--- src/rtl/lsu_ctrl_if.sv ---
// Request, data-memory and response bundle of the load/store unit controller.
// slave is the controller side; master is the pipeline/memory environment side.
interface lsu_ctrl_if #(
    parameter int ADDR_WIDTH = 15,
    parameter int DATA_WIDTH = 32
);
    logic                  req_valid;
    logic                  req_ready;
    logic [2:0]            req_op;
    logic                  req_we;
    logic [31:0]           req_addr;
    logic [DATA_WIDTH-1:0] req_wdata;
    logic [4:0]            req_rd;

    logic [2:0]            mem_op;
    logic [ADDR_WIDTH-1:0] mem_addr;
    logic [DATA_WIDTH-1:0] mem_wdata;
    logic                  mem_we;
    logic [DATA_WIDTH-1:0] mem_rdata;

    logic                  rsp_valid;
    logic                  rsp_ready;
    logic [DATA_WIDTH-1:0] rsp_data;
    logic [4:0]            rsp_rd;
    logic                  rsp_is_load;
    logic                  rsp_misalign;

    modport slave (
        input  req_valid, req_op, req_we, req_addr, req_wdata, req_rd, mem_rdata, rsp_ready,
        output req_ready, mem_op, mem_addr, mem_wdata, mem_we,
        output rsp_valid, rsp_data, rsp_rd, rsp_is_load, rsp_misalign
    );

    modport master (
        output req_valid, req_op, req_we, req_addr, req_wdata, req_rd, mem_rdata, rsp_ready,
        input  req_ready, mem_op, mem_addr, mem_wdata, mem_we,
        input  rsp_valid, rsp_data, rsp_rd, rsp_is_load, rsp_misalign
    );
endinterface

--- src/rtl/lsu_ctrl.sv ---
// Load/store unit controller: runs one request at a time through the data memory and returns a
// WB response. Define LSU_MISALIGN_TRAP_EN to trap misaligned halfword/word accesses.
module lsu_ctrl #(
    parameter int ADDR_WIDTH = 15,
    parameter int DATA_WIDTH = 32
) (
    input logic       clk,
    input logic       rst,
    lsu_ctrl_if.slave lsu_io
);
    localparam logic [1:0] IDLE    = 2'd0;
    localparam logic [1:0] ACCESS  = 2'd1;
    localparam logic [1:0] CAPTURE = 2'd2;
    localparam logic [1:0] RESP    = 2'd3;

    logic [1:0]            state_q, state_d;
    logic [2:0]            op_q;
    logic                  we_q;
    logic [ADDR_WIDTH-1:0] addr_q;
    logic [DATA_WIDTH-1:0] wdata_q;
    logic [4:0]            rd_q;

    logic [DATA_WIDTH-1:0] rsp_data_q, rsp_data_d;
    logic [4:0]            rsp_rd_q, rsp_rd_d;
    logic                  rsp_is_load_q, rsp_is_load_d;
    logic                  rsp_misalign_q, rsp_misalign_d;

    logic                  req_ready;
    logic                  accept;
    logic                  misalign;
    logic                  unused_addr_hi;

    assign unused_addr_hi = ^lsu_io.req_addr[31:ADDR_WIDTH];

    assign req_ready = (state_q == IDLE) || ((state_q == RESP) && lsu_io.rsp_ready);
    assign accept    = lsu_io.req_valid && req_ready;

`ifdef LSU_MISALIGN_TRAP_EN
    assign misalign = ((lsu_io.req_op[1:0] == 2'b01) && lsu_io.req_addr[0]) ||
                      ((lsu_io.req_op[1:0] == 2'b10) && (lsu_io.req_addr[1:0] != 2'b00));
`else
    assign misalign = 1'b0;
`endif

    always_comb begin
        state_d        = state_q;
        rsp_data_d     = rsp_data_q;
        rsp_rd_d       = rsp_rd_q;
        rsp_is_load_d  = rsp_is_load_q;
        rsp_misalign_d = rsp_misalign_q;
        unique case (state_q)
            IDLE, RESP: begin
                if (accept) begin
                    // A trapped access skips the memory and answers on the next edge.
                    if (misalign) begin
                        state_d        = RESP;
                        rsp_data_d     = '0;
                        rsp_rd_d       = lsu_io.req_we ? 5'd0 : lsu_io.req_rd;
                        rsp_is_load_d  = !lsu_io.req_we;
                        rsp_misalign_d = 1'b1;
                    end else begin
                        state_d = ACCESS;
                    end
                end else if (state_q == RESP && lsu_io.rsp_ready) begin
                    state_d = IDLE;
                end
            end
            ACCESS: begin
                if (we_q) begin
                    state_d        = RESP;
                    rsp_data_d     = '0;
                    rsp_rd_d       = 5'd0;
                    rsp_is_load_d  = 1'b0;
                    rsp_misalign_d = 1'b0;
                end else begin
                    state_d = CAPTURE;
                end
            end
            CAPTURE: begin
                state_d        = RESP;
                rsp_data_d     = lsu_io.mem_rdata;
                rsp_rd_d       = rd_q;
                rsp_is_load_d  = 1'b1;
                rsp_misalign_d = 1'b0;
            end
            default: state_d = IDLE;
        endcase
    end

    always_ff @(posedge clk or posedge rst) begin
        if (rst) begin
            state_q        <= IDLE;
            op_q           <= '0;
            we_q           <= 1'b0;
            addr_q         <= '0;
            wdata_q        <= '0;
            rd_q           <= '0;
            rsp_data_q     <= '0;
            rsp_rd_q       <= '0;
            rsp_is_load_q  <= 1'b0;
            rsp_misalign_q <= 1'b0;
        end else begin
            state_q        <= state_d;
            rsp_data_q     <= rsp_data_d;
            rsp_rd_q       <= rsp_rd_d;
            rsp_is_load_q  <= rsp_is_load_d;
            rsp_misalign_q <= rsp_misalign_d;
            if (accept) begin
                op_q    <= lsu_io.req_op;
                we_q    <= lsu_io.req_we;
                addr_q  <= lsu_io.req_addr[ADDR_WIDTH-1:0];
                wdata_q <= lsu_io.req_wdata;
                rd_q    <= lsu_io.req_rd;
            end
        end
    end

    assign lsu_io.req_ready    = req_ready;
    assign lsu_io.mem_op       = op_q;
    assign lsu_io.mem_addr     = addr_q;
    assign lsu_io.mem_wdata    = wdata_q;
    assign lsu_io.mem_we       = (state_q == ACCESS) && we_q;
    assign lsu_io.rsp_valid    = (state_q == RESP);
    assign lsu_io.rsp_data     = rsp_data_q;
    assign lsu_io.rsp_rd       = rsp_rd_q;
    assign lsu_io.rsp_is_load  = rsp_is_load_q;
    assign lsu_io.rsp_misalign = rsp_misalign_q;
endmodule

--- src/flat_wrapper.sv ---
// flat-port wrapper written by rule: the top's interface ports become plain ports
module lsu_ctrl_flat 
#(
    parameter int ADDR_WIDTH = 15,
    parameter int DATA_WIDTH = 32
)
  (clk, rst, lsu_io_req_valid, lsu_io_req_op, lsu_io_req_we, lsu_io_req_addr, lsu_io_req_wdata, lsu_io_req_rd, lsu_io_mem_rdata, lsu_io_rsp_ready, lsu_io_req_ready, lsu_io_mem_op, lsu_io_mem_addr, lsu_io_mem_wdata, lsu_io_mem_we, lsu_io_rsp_valid, lsu_io_rsp_data, lsu_io_rsp_rd, lsu_io_rsp_is_load, lsu_io_rsp_misalign);
  lsu_ctrl_if #(.ADDR_WIDTH(ADDR_WIDTH), .DATA_WIDTH(DATA_WIDTH)) lsu_io_i ();
  input logic clk;
  input logic rst;
  input wire logic [$bits(lsu_io_i.req_valid)-1:0] lsu_io_req_valid;
  input wire logic [$bits(lsu_io_i.req_op)-1:0] lsu_io_req_op;
  input wire logic [$bits(lsu_io_i.req_we)-1:0] lsu_io_req_we;
  input wire logic [$bits(lsu_io_i.req_addr)-1:0] lsu_io_req_addr;
  input wire logic [$bits(lsu_io_i.req_wdata)-1:0] lsu_io_req_wdata;
  input wire logic [$bits(lsu_io_i.req_rd)-1:0] lsu_io_req_rd;
  input wire logic [$bits(lsu_io_i.mem_rdata)-1:0] lsu_io_mem_rdata;
  input wire logic [$bits(lsu_io_i.rsp_ready)-1:0] lsu_io_rsp_ready;
  output wire logic [$bits(lsu_io_i.req_ready)-1:0] lsu_io_req_ready;
  output wire logic [$bits(lsu_io_i.mem_op)-1:0] lsu_io_mem_op;
  output wire logic [$bits(lsu_io_i.mem_addr)-1:0] lsu_io_mem_addr;
  output wire logic [$bits(lsu_io_i.mem_wdata)-1:0] lsu_io_mem_wdata;
  output wire logic [$bits(lsu_io_i.mem_we)-1:0] lsu_io_mem_we;
  output wire logic [$bits(lsu_io_i.rsp_valid)-1:0] lsu_io_rsp_valid;
  output wire logic [$bits(lsu_io_i.rsp_data)-1:0] lsu_io_rsp_data;
  output wire logic [$bits(lsu_io_i.rsp_rd)-1:0] lsu_io_rsp_rd;
  output wire logic [$bits(lsu_io_i.rsp_is_load)-1:0] lsu_io_rsp_is_load;
  output wire logic [$bits(lsu_io_i.rsp_misalign)-1:0] lsu_io_rsp_misalign;
  assign lsu_io_i.req_valid = lsu_io_req_valid;
  assign lsu_io_i.req_op = lsu_io_req_op;
  assign lsu_io_i.req_we = lsu_io_req_we;
  assign lsu_io_i.req_addr = lsu_io_req_addr;
  assign lsu_io_i.req_wdata = lsu_io_req_wdata;
  assign lsu_io_i.req_rd = lsu_io_req_rd;
  assign lsu_io_i.mem_rdata = lsu_io_mem_rdata;
  assign lsu_io_i.rsp_ready = lsu_io_rsp_ready;
  assign lsu_io_req_ready = lsu_io_i.req_ready;
  assign lsu_io_mem_op = lsu_io_i.mem_op;
  assign lsu_io_mem_addr = lsu_io_i.mem_addr;
  assign lsu_io_mem_wdata = lsu_io_i.mem_wdata;
  assign lsu_io_mem_we = lsu_io_i.mem_we;
  assign lsu_io_rsp_valid = lsu_io_i.rsp_valid;
  assign lsu_io_rsp_data = lsu_io_i.rsp_data;
  assign lsu_io_rsp_rd = lsu_io_i.rsp_rd;
  assign lsu_io_rsp_is_load = lsu_io_i.rsp_is_load;
  assign lsu_io_rsp_misalign = lsu_io_i.rsp_misalign;
  lsu_ctrl #(.ADDR_WIDTH(ADDR_WIDTH), .DATA_WIDTH(DATA_WIDTH)) u_core (.clk(clk), .rst(rst), .lsu_io(lsu_io_i));
endmodule
--- config.mk ---
export PLATFORM = sky130hd
export DESIGN_NAME = lsu_ctrl_flat
export DESIGN_NICKNAME = d
export VERILOG_FILES = /design/src/rtl/lsu_ctrl_if.sv /design/src/rtl/lsu_ctrl.sv /design/src/flat_wrapper.sv
export SDC_FILE = /design/constraint.sdc
export NUM_CORES = 1
export LEC_CHECK = 0
export CAP_MARGIN = 20
export CORE_UTILIZATION = 41
export DETAILED_ROUTE_END_ITERATION = 8
export GPL_TIMING_DRIVEN = 0
export PLACE_DENSITY = 0.81
export RECOVER_POWER = 100
export SETUP_SLACK_MARGIN = 0.02
export SYNTH_ARGS = -nofsm -noshare
export SYNTH_HDL_FRONTEND = slang
export SYNTH_SLANG_ARGS = --single-unit
--- constraint.sdc ---
create_clock -name clk -period 3.2 [get_ports clk]
set_input_delay 0.32 -clock clk [delete_from_list [all_inputs] [get_ports clk]]
set_output_delay 0.32 -clock clk [all_outputs]
set_load 0.02 [all_outputs]
[Yosys cells after proc, flatten, opt, wreduce, memory -nomap -nowiden]
Index checks and enable logic that the tools add are counted.
Word-level totals
  output and inout port bits: 92
  register bits: 97
  logic and storage cells: 34
Cells by class
  multiplexer cells: 11
  reductions and logical operators: 7
  eq/ne operators: 5
  bitwise logic cells: 1
Operator list (count)
  32-bit one-hot mux with 2 select lines: 1
  32-bit 2-to-1 mux: 1
  5-bit one-hot mux with 2 select lines: 1
  2-bit one-hot mux with 3 select lines: 1
  5-bit 2-to-1 mux: 1
  2-bit equality test, second input constant: 2
  2-bit 2-to-1 mux: 2
  1-bit one-hot mux with 2 select lines: 2
  1-bit logical AND: 3
  3-bit by 1-bit != test with 1-bit output, second input constant: 1
  2-bit by 1-bit equality test with 1-bit output, second input constant: 1
  2-bit logical NOT: 1
  1-bit 2-to-1 mux: 2
  2-bit by 1-bit != test with 1-bit output, second input constant: 1
  2-bit AND reduction: 1
  2-bit OR reduction: 1
  1-bit logical OR: 1
  1-bit NOT: 1

[Longest topological paths before layout]
Gate-level depths: netlist of run 1.
  word-level depth: 6
  mapped depth: 7
  depth with buffers taken out: 5

[Worst setup path after synthesis of run 1]
Ideal clock, no wire load.
  path type: flip-flop to flip-flop
  start point: register u_core.state_q[0]
  end point: register u_core.addr_q[0] (netlist: u_core.lsu_io.mem_addr[0])
  path buffers: 2
  data required time: 3075 ps
  setup time: 125 ps
  period minus slack after synthesis: 1737 ps
  stages on the path, launching flop included: 7
  path slack: 1463 ps
  arrival time: 1612 ps
  path through: dfrtp_1 ha_1 a21o_4 nand2_4 buf_8 buf_12 mux2_4
On the way
  word-level cells in the longest chain between the ends: 4
  elaborated cells between the ends (all ways): 5
  those cells by class: 1 x eq/ne; 4 x reduce/logical
RTL lines
  from (decl): line lsu_ctrl.sv:16  | logic [1:0] state_q, state_d;
  from (signal assigned): line lsu_ctrl.sv:103  | state_q <= state_d;
  2-bit equality test
  via lsu_io_rsp_valid: line flat_wrapper.sv:24  | output wire logic [$bits(lsu_io_i.rsp_valid)-1:0] lsu_io_rsp_valid;
  1-bit logical AND: line lsu_ctrl.sv:35  | assign req_ready = (state_q == IDLE) || ((state_q == RESP) && lsu_io.rsp_ready);
  1-bit logical OR: line lsu_ctrl.sv:35
  via lsu_io_req_ready: line flat_wrapper.sv:19  | output wire logic [$bits(lsu_io_i.req_ready)-1:0] lsu_io_req_ready;
  1-bit logical AND: line lsu_ctrl.sv:36  | assign accept = lsu_io.req_valid && req_ready;
  to (signal assigned): line lsu_ctrl.sv:111  | addr_q <= lsu_io.req_addr[ADDR_WIDTH-1:0];
  to (decl): line lsu_ctrl.sv:19  | logic [ADDR_WIDTH-1:0] addr_q;
The timed path passes the listed nets, and every way through them passes these cells.
A chain may end at the register's enable or synchronous reset.

[Final worst setup path of run 1]
  start point: register u_core.state_q[0]
  end point: register u_core.addr_q[4] (netlist: u_core.lsu_io.mem_addr[4])
On the way
  word-level cells in the longest chain between the ends: 4
  elaborated cells between the ends (all ways): 5
  those cells by class: 1 x eq/ne; 4 x reduce/logical
RTL lines (line)
  2-bit equality test: lsu_ctrl.sv:35
  1-bit logical AND: lsu_ctrl.sv:35
  1-bit logical OR *: lsu_ctrl.sv:35
  1-bit logical AND *: lsu_ctrl.sv:36
Mark *: on every way between the ends. The rest lies on a longest branch, timed or not.

==> impl_metrics.toml, run 1 <==
[die]
dieArea_sq_mm = 0.01056
pin_count = 201
die_w_microns = 102.8
num_rows = 36
core-area_sq_mm = 0.009819
fp.dieH_microns = 102.8
start_util_pct = 42.39

[worst_setup_path]
ff2ff_path_depth = 7
crit_chain = "inv_1 > ha_1 > a21o_4 > nand2_1 > clkbuf_1 > buf_12 > mux2_1"
timing.rr.start = "u_core.state_q[0]"
rr_endpoint = "u_core.lsu_io.mem_addr[4]"
end_kind = "register"
crit_start = "u_core.state_q[0]"
max_stage_delay_ps = 700
path_class = "register to register"
regToRegSetupSlack_ps = 820
crit_required_ps = 3440
cpMaxStageDelayCell = "clkbuf_1"
crit_end = "u_core.lsu_io.mem_addr[4]"
cp-start-kind = "register"
crit_fanout = 10
cp.arrival_ps = 2620

[timing]
hold_viol = 0
fin_hold_ws_ps = 493.9
fin_crit_ps = 2385
fmax_mhz = 419.4
fin_skew_ps = 8.009
worstMarginPinSlew_ps = 2093
fin_crit_sh_pct = 74.52
slew_headroom_pct = -40.30
setup_tns_ps = 0
maxSlewViolCount = 47
final-setup-viol-count = 0
grt_setup_unrepaired = "no"

[grt]
grt_pass1_wl_microns = 14440
grt_usage_pct = 17.92
grt_max_degree = 51
overflow = 0
grt_pass1_vias = 3057
use_met1_pct = 20.91
met3_usage_pct = 5.763
antenna_found_initial = 0
busiest_layer = "met2"
grt_util_met2_pct = 30.05

[pwr]
p_leak_nw = 2.901
vdd_drop_max_v = 0.0005018
power_density_mw_per_mm2 = 969.2
p_total_mw = 6.037

[drt]
drt_iter0_drc = 24
ant_nets = 0
drc = 0
wire_per_inst_microns = 14.56
drt_wl_total_microns = 9219
num_vias = 2885
avgViaCountPerCell = 4.558
firstDrtPassIters = 4

[clock_network]
path_clk_slew_ps = 90
ctsHoldBuffers = 0
ctsResizeCount = 0
cts_root_buffer = "clkbuf_8"
cts_tree = "built"
cts.sinks = 96
cts_max_path_buffers = 2
cts-buffers-inserted = 9
post_cts_buffers = 0
htreeDepth = 3
worstSkewPairLatency_ps = 350

[outcome]
status = "finished, violations left"
violations = "capacitance limit, slew limit"

[cells_and_area]
post-route-util_pct = 63.43
finalNetCount = 608
stdcell_area_sq_mm = 0.006228
drive_gt1_share_pct = 9.800
diodes = 0
syn_to_final_growth_pct = 49.62

[logic_synthesis]
syn_area_per_cell_sq_um = 13.83
ys_seq_area_share_pct = 57.71
synthTopCellsByArea = "dfrtp_1, mux2_4, mux2i_1, mux2_2, inv_1"
netlist.area_leader.share_pct = 57.71
netlist_instances = 301
yosysWarnings = 0
ys_types = 23
synth_seq_cells = 96
yosysTopAreaCell = "dfrtp_1"
synthesis.area_sq_mm = 0.004163
syn_nets = 414

[placement]
place_area_sq_mm = 0.006181
io_buffers = 182
dpl.hpwl_microns = 7083
place_congestion = 0.7972

[worst_hold_path]
hold_path_class = "register to register"

[run]
cap_violations = 1
[state kept, by name (all words and copies together), names as in the netlist]
signal                     cells
u_core.lsu_io.mem_wdata       32
u_core.lsu_io.rsp_data        32
u_core.lsu_io.mem_addr        15
u_core.lsu_io.rsp_rd           5
u_core.rd_q                    5
u_core.lsu_io.mem_op           3
u_core.state_q                 2
u_core.lsu_io.rsp_is_load      1
u_core.we_q                    1
[synth_stat cells, drive strengths merged]
cell type  count
nand3          1
ha             4
o22ai          1
and2           1
a21oi          2
mux2i         37
buf           12
nand2         40
conb           1
a32o           1
clkbuf         3
a21o           1
inv           41
or2            1
o21ai          1
dfrtp         96
mux2          58
[worst max-delay path, delay by kind of cell, from the launching register on]
family                     cells  cell delay, ps
and+or+nand+nor                1              80
AOI/OAI and AO/OA              1             200
muxes                          1             340
adders and majority gates      1             240
buffers and inverters          3            1010
DFF                            1             390
[cell type report]
type | count | area, sq um
buffer | 15 | 137.6
clock buffer | 10 | 127.6
clock inverter | 6 | 83.83
fill | 847 | 3591
inverter | 41 | 155.1
multi-input combinational | 149 | 1306
sequential | 96 | 2402
tap | 133 | 166.4
timing repair buffer | 183 | 1849
[per-stage QoR]
step                      setup slack [ps]  instances
after floorplan                      374.6        301
after global placement               -1004        616
after detailed placement              1305        617
after CTS                             1016        633
after global routing                 686.4        633
final                                815.5        633
[cells in the final DEF, fill, tap and decap left out]
cell	count
buf_12	4
buf_6	1
inv_1	40
mux2_1	36
clkbuf_8	9
a21oi_1	2
dfrtp_1	96
a32o_1	1
or2_2	1
bufinv_16	2
mux2i_1	37
mux2_4	4
clkbuf_1	8
a21o_4	1
nand2_1	40
o22ai_1	1
ha_1	4
and2_1	1
nand3_1	1
clkinv_2	3
o21ai_0	1
clkdlybuf4s50_1	90
dlygate4sd3_1	92
clkinvlp_2	1
buf_4	2
mux2_2	18
clkinv_4	1
conb_1	1
buf_16	1
buf_2	1
[cell families (layout without fill, tap and decap cells)]
group	Yosys count	count (layout)	synth area share [%]
DFF	96	96	57.71
muxes	95	95	28.19
buffers and inverters	56	255	7.484
and+or+nand+nor	43	43	4.208
AOI/OAI and AO/OA	6	6	1.112
adders and majority gates	4	4	1.202
other	1	1	0.09008
[worst min-delay path by stage]
stage,from,to,slack [ps],depth (start not counted)
2_1_floorplan,lsu_io_mem_rdata[10],u_core.lsu_io.rsp_data[10],460,2
3_3_place_gp,u_core.lsu_io.mem_wdata[23],u_core.lsu_io.mem_wdata[23],490,1
3_5_place_dp,u_core.lsu_io.rsp_is_load,u_core.lsu_io.rsp_is_load,490,1
4_1_cts,rst,u_core.lsu_io.mem_wdata[30],410,2
5_1_grt,lsu_io_mem_rdata[13],u_core.lsu_io.rsp_data[13],510,3
6_report,u_core.lsu_io.mem_wdata[6],u_core.lsu_io.mem_wdata[6],490,1
[power by group]
part           leakage (nW)  switching, mW  internal (mW)
clock network         0.110          0.404          0.438
registers              1.19          0.253           1.74
logic                  1.60           1.63           1.57
[per-layer routing]
layer  share of wire, %  routed length (microns)
met1                 39                     3568
met2                 50                     4636
met3                9.1                      843
met4                1.8                      170
met5                  0                        0
Note: power is estimated with default switching activity, not from simulation.
==> run 2, diff against run 1 <==
CORE_UTILIZATION = 37   (was 41)
PLACE_DENSITY = 0.77   (was 0.81)
clock period = 1.96 ns   (was 3.2 ns; I/O delays follow)
==> run 2 against run 1 <==
  * The flow now finishes without violations
  * Cell area down 0.40%
  * First-iteration DRC count rose to 2.8 times the previous value
  * Sequential share of layout area up 0.16 points
  * Clock-buffer cell count up 3
  * Maximum frequency up 30%
  * Non-clock buffer count up 1
  * Combinational power up 63%
  * Critical path depth unchanged
  * Wire length down 0.82%
==> impl_metrics.toml, run 2 (synthesis gave the netlist of run 1 again) <==
[outcome]
status = "completed"

[worst_hold_path]
worstHoldPathCells = 3
hp-start = "lsu_io_mem_rdata[6]"
hold_path_class = "primary input to register"
min_to = "u_core.lsu_io.rsp_data[6]"

[cells_and_area]
finalNetCount = 609
drive_gt1_share_pct = 10.38
nFillCells = 957
syn_to_final_growth_pct = 49.02
final_common_cell = "dfrtp_1"
fin_cells = 641
final_cell_mix = "dfrtp_1, clkdlybuf4s50_1, dlygate4sd3_1"
diodes = 0
stdcell_area_sq_mm = 0.006203

[timing]
hold_viol = 0
worstMarginPinSlew_ps = 752.6
slew_headroom_pct = 49.55
fin_crit_sh_pct = 93.51
fmax_mhz = 545.6
final-setup-viol-count = 0
setup_tns_ps = 0
fin_skew_ps = 11.31
fin_crit_ps = 1833
maxSlewViolCount = 0
grt_setup_unrepaired = "no"

[pwr]
vdd_drop_max_v = 0.0007681
power_density_mw_per_mm2 = 1551
p_leak_nw = 2.890

[clock_network]
ctsHoldBuffers = 0
cts.sinks = 96
cts_max_path_buffers = 2
htreeDepth = 3
cts_tree = "built"
cts-buffers-inserted = 9
path_clk_slew_ps = 90
worstSkewPairLatency_ps = 350
cts_root_buffer = "clkbuf_8"

[die]
dieArea_sq_mm = 0.01168
die_w_microns = 108.1
start_util_pct = 38.23
pin_count = 201
core-area_sq_mm = 0.01089
fp.dieH_microns = 108.1
num_rows = 38

[placement]
place_area_sq_mm = 0.006203
io_buffers = 182
dpl.hpwl_microns = 7021
dpl.cell_count = 625
place_congestion = 0.7529

[worst_setup_path]
rr_endpoint = "u_core.lsu_io.mem_addr[6]"
cp_num_buf_inv = 3
path_class = "register to register"
crit_required_ps = 2190
cp-start-kind = "register"
crit_fanout = 10
timing.rr.start = "u_core.state_q[0]"
crit_chain = "inv_1 > ha_1 > a21o_4 > nand2_1 > buf_8 > buf_12 > mux2_1"
regToRegSetupSlack_ps = 130
ff2ff_path_depth = 7
cpMaxStageDelayCell = "dfrtp_1"
cp.arrival_ps = 2060
max_stage_delay_ps = 380
end_kind = "register"
critPathTopFamily = "buffers and inverters"
crit_start = "u_core.state_q[0]"
worst-path-stages = 7

[drt]
wire_per_inst_microns = 14.26
num_vias = 2833
drt_wl_total_microns = 9143
drt_iter0_drc = 66
firstDrtPassIters = 4
avgViaCountPerCell = 4.420
ant_nets = 0
drc = 0

[grt]
grt_pass1_vias = 2958
grt_usage_pct = 16.04
grt_max_degree = 44
overflow = 0
grt_pass1_wl_microns = 14510
antenna_found_initial = 0

[run]
cap_violations = 0
-- run 2: layout make-up --
cell class	count	area, sq um	share of cell area, %
inverter	41	155.1	2.501
tap	140	175.2	2.824
clock inverter	3	17.52	0.2824
clock buffer	13	148.9	2.400
timing repair buffer	184	1847	29.77
multi-input combinational	149	1306	21.06
buffer	15	151.4	2.440
sequential	96	2402	38.73
-- run 2: layer usage --
layer	global-route usage (%)	part of all wire [%]
met1	19.67	41
met2	26.57	49
met3	5.184	8.4
met4	5.382	1.3
met5	0	0
-- run 2: worst max-delay path by stage --
| stage | slack [ps] | to |
|---|---|---|
| 2_1_floorplan | 220 | u_core.lsu_io.mem_addr[0] |
| 5_1_grt | 30 | u_core.lsu_io.rsp_data[20] |
| 6_report | 130 | u_core.lsu_io.mem_addr[6] |
| 3_5_place_dp | 210 | u_core.lsu_io.mem_addr[6] |
| 4_1_cts | 100 | lsu_io_rsp_valid |
| 3_3_place_gp | -350 | u_core.lsu_io.rsp_data[10] |
-- run 2: timing repair --
item	4_1_cts	5_1_grt
setup buffers	0	0
setup endpoints to repair	2	0
resized for setup	2	0
-- run 2: metrics by stage --
stage | utilization, % | hold WS [ps] | total power [mW] | setup slack (ps)
after floorplan | - | 337.6 | 7.064 | 223.0
after global placement | 56.61 | 487.2 | 9.219 | -350.6
after detailed placement | 56.98 | 492.6 | 9.389 | 212.6
after CTS | 58.48 | 167.0 | 10.56 | 99.12
after global routing | 56.98 | 377.4 | 10.26 | 25.61
final | 56.98 | 384.7 | 9.619 | 127.3
-- run 2: tightest hold or removal path, cell delays in order --
cell and delay, ps:
clkdlybuf4s50_1 390, nand2_1 60, mux2i_1 50
-- run 2: power breakdown --
| part | switching [mW] | total, mW | internal (mW) |
|---|---|---|---|
| clock | 0.646 | 1.14 | 0.495 |
| combinational | 2.64 | 5.22 | 2.57 |
| sequential | 0.418 | 3.26 | 2.84 |
| total | 3.71 | 9.62 | 5.91 |
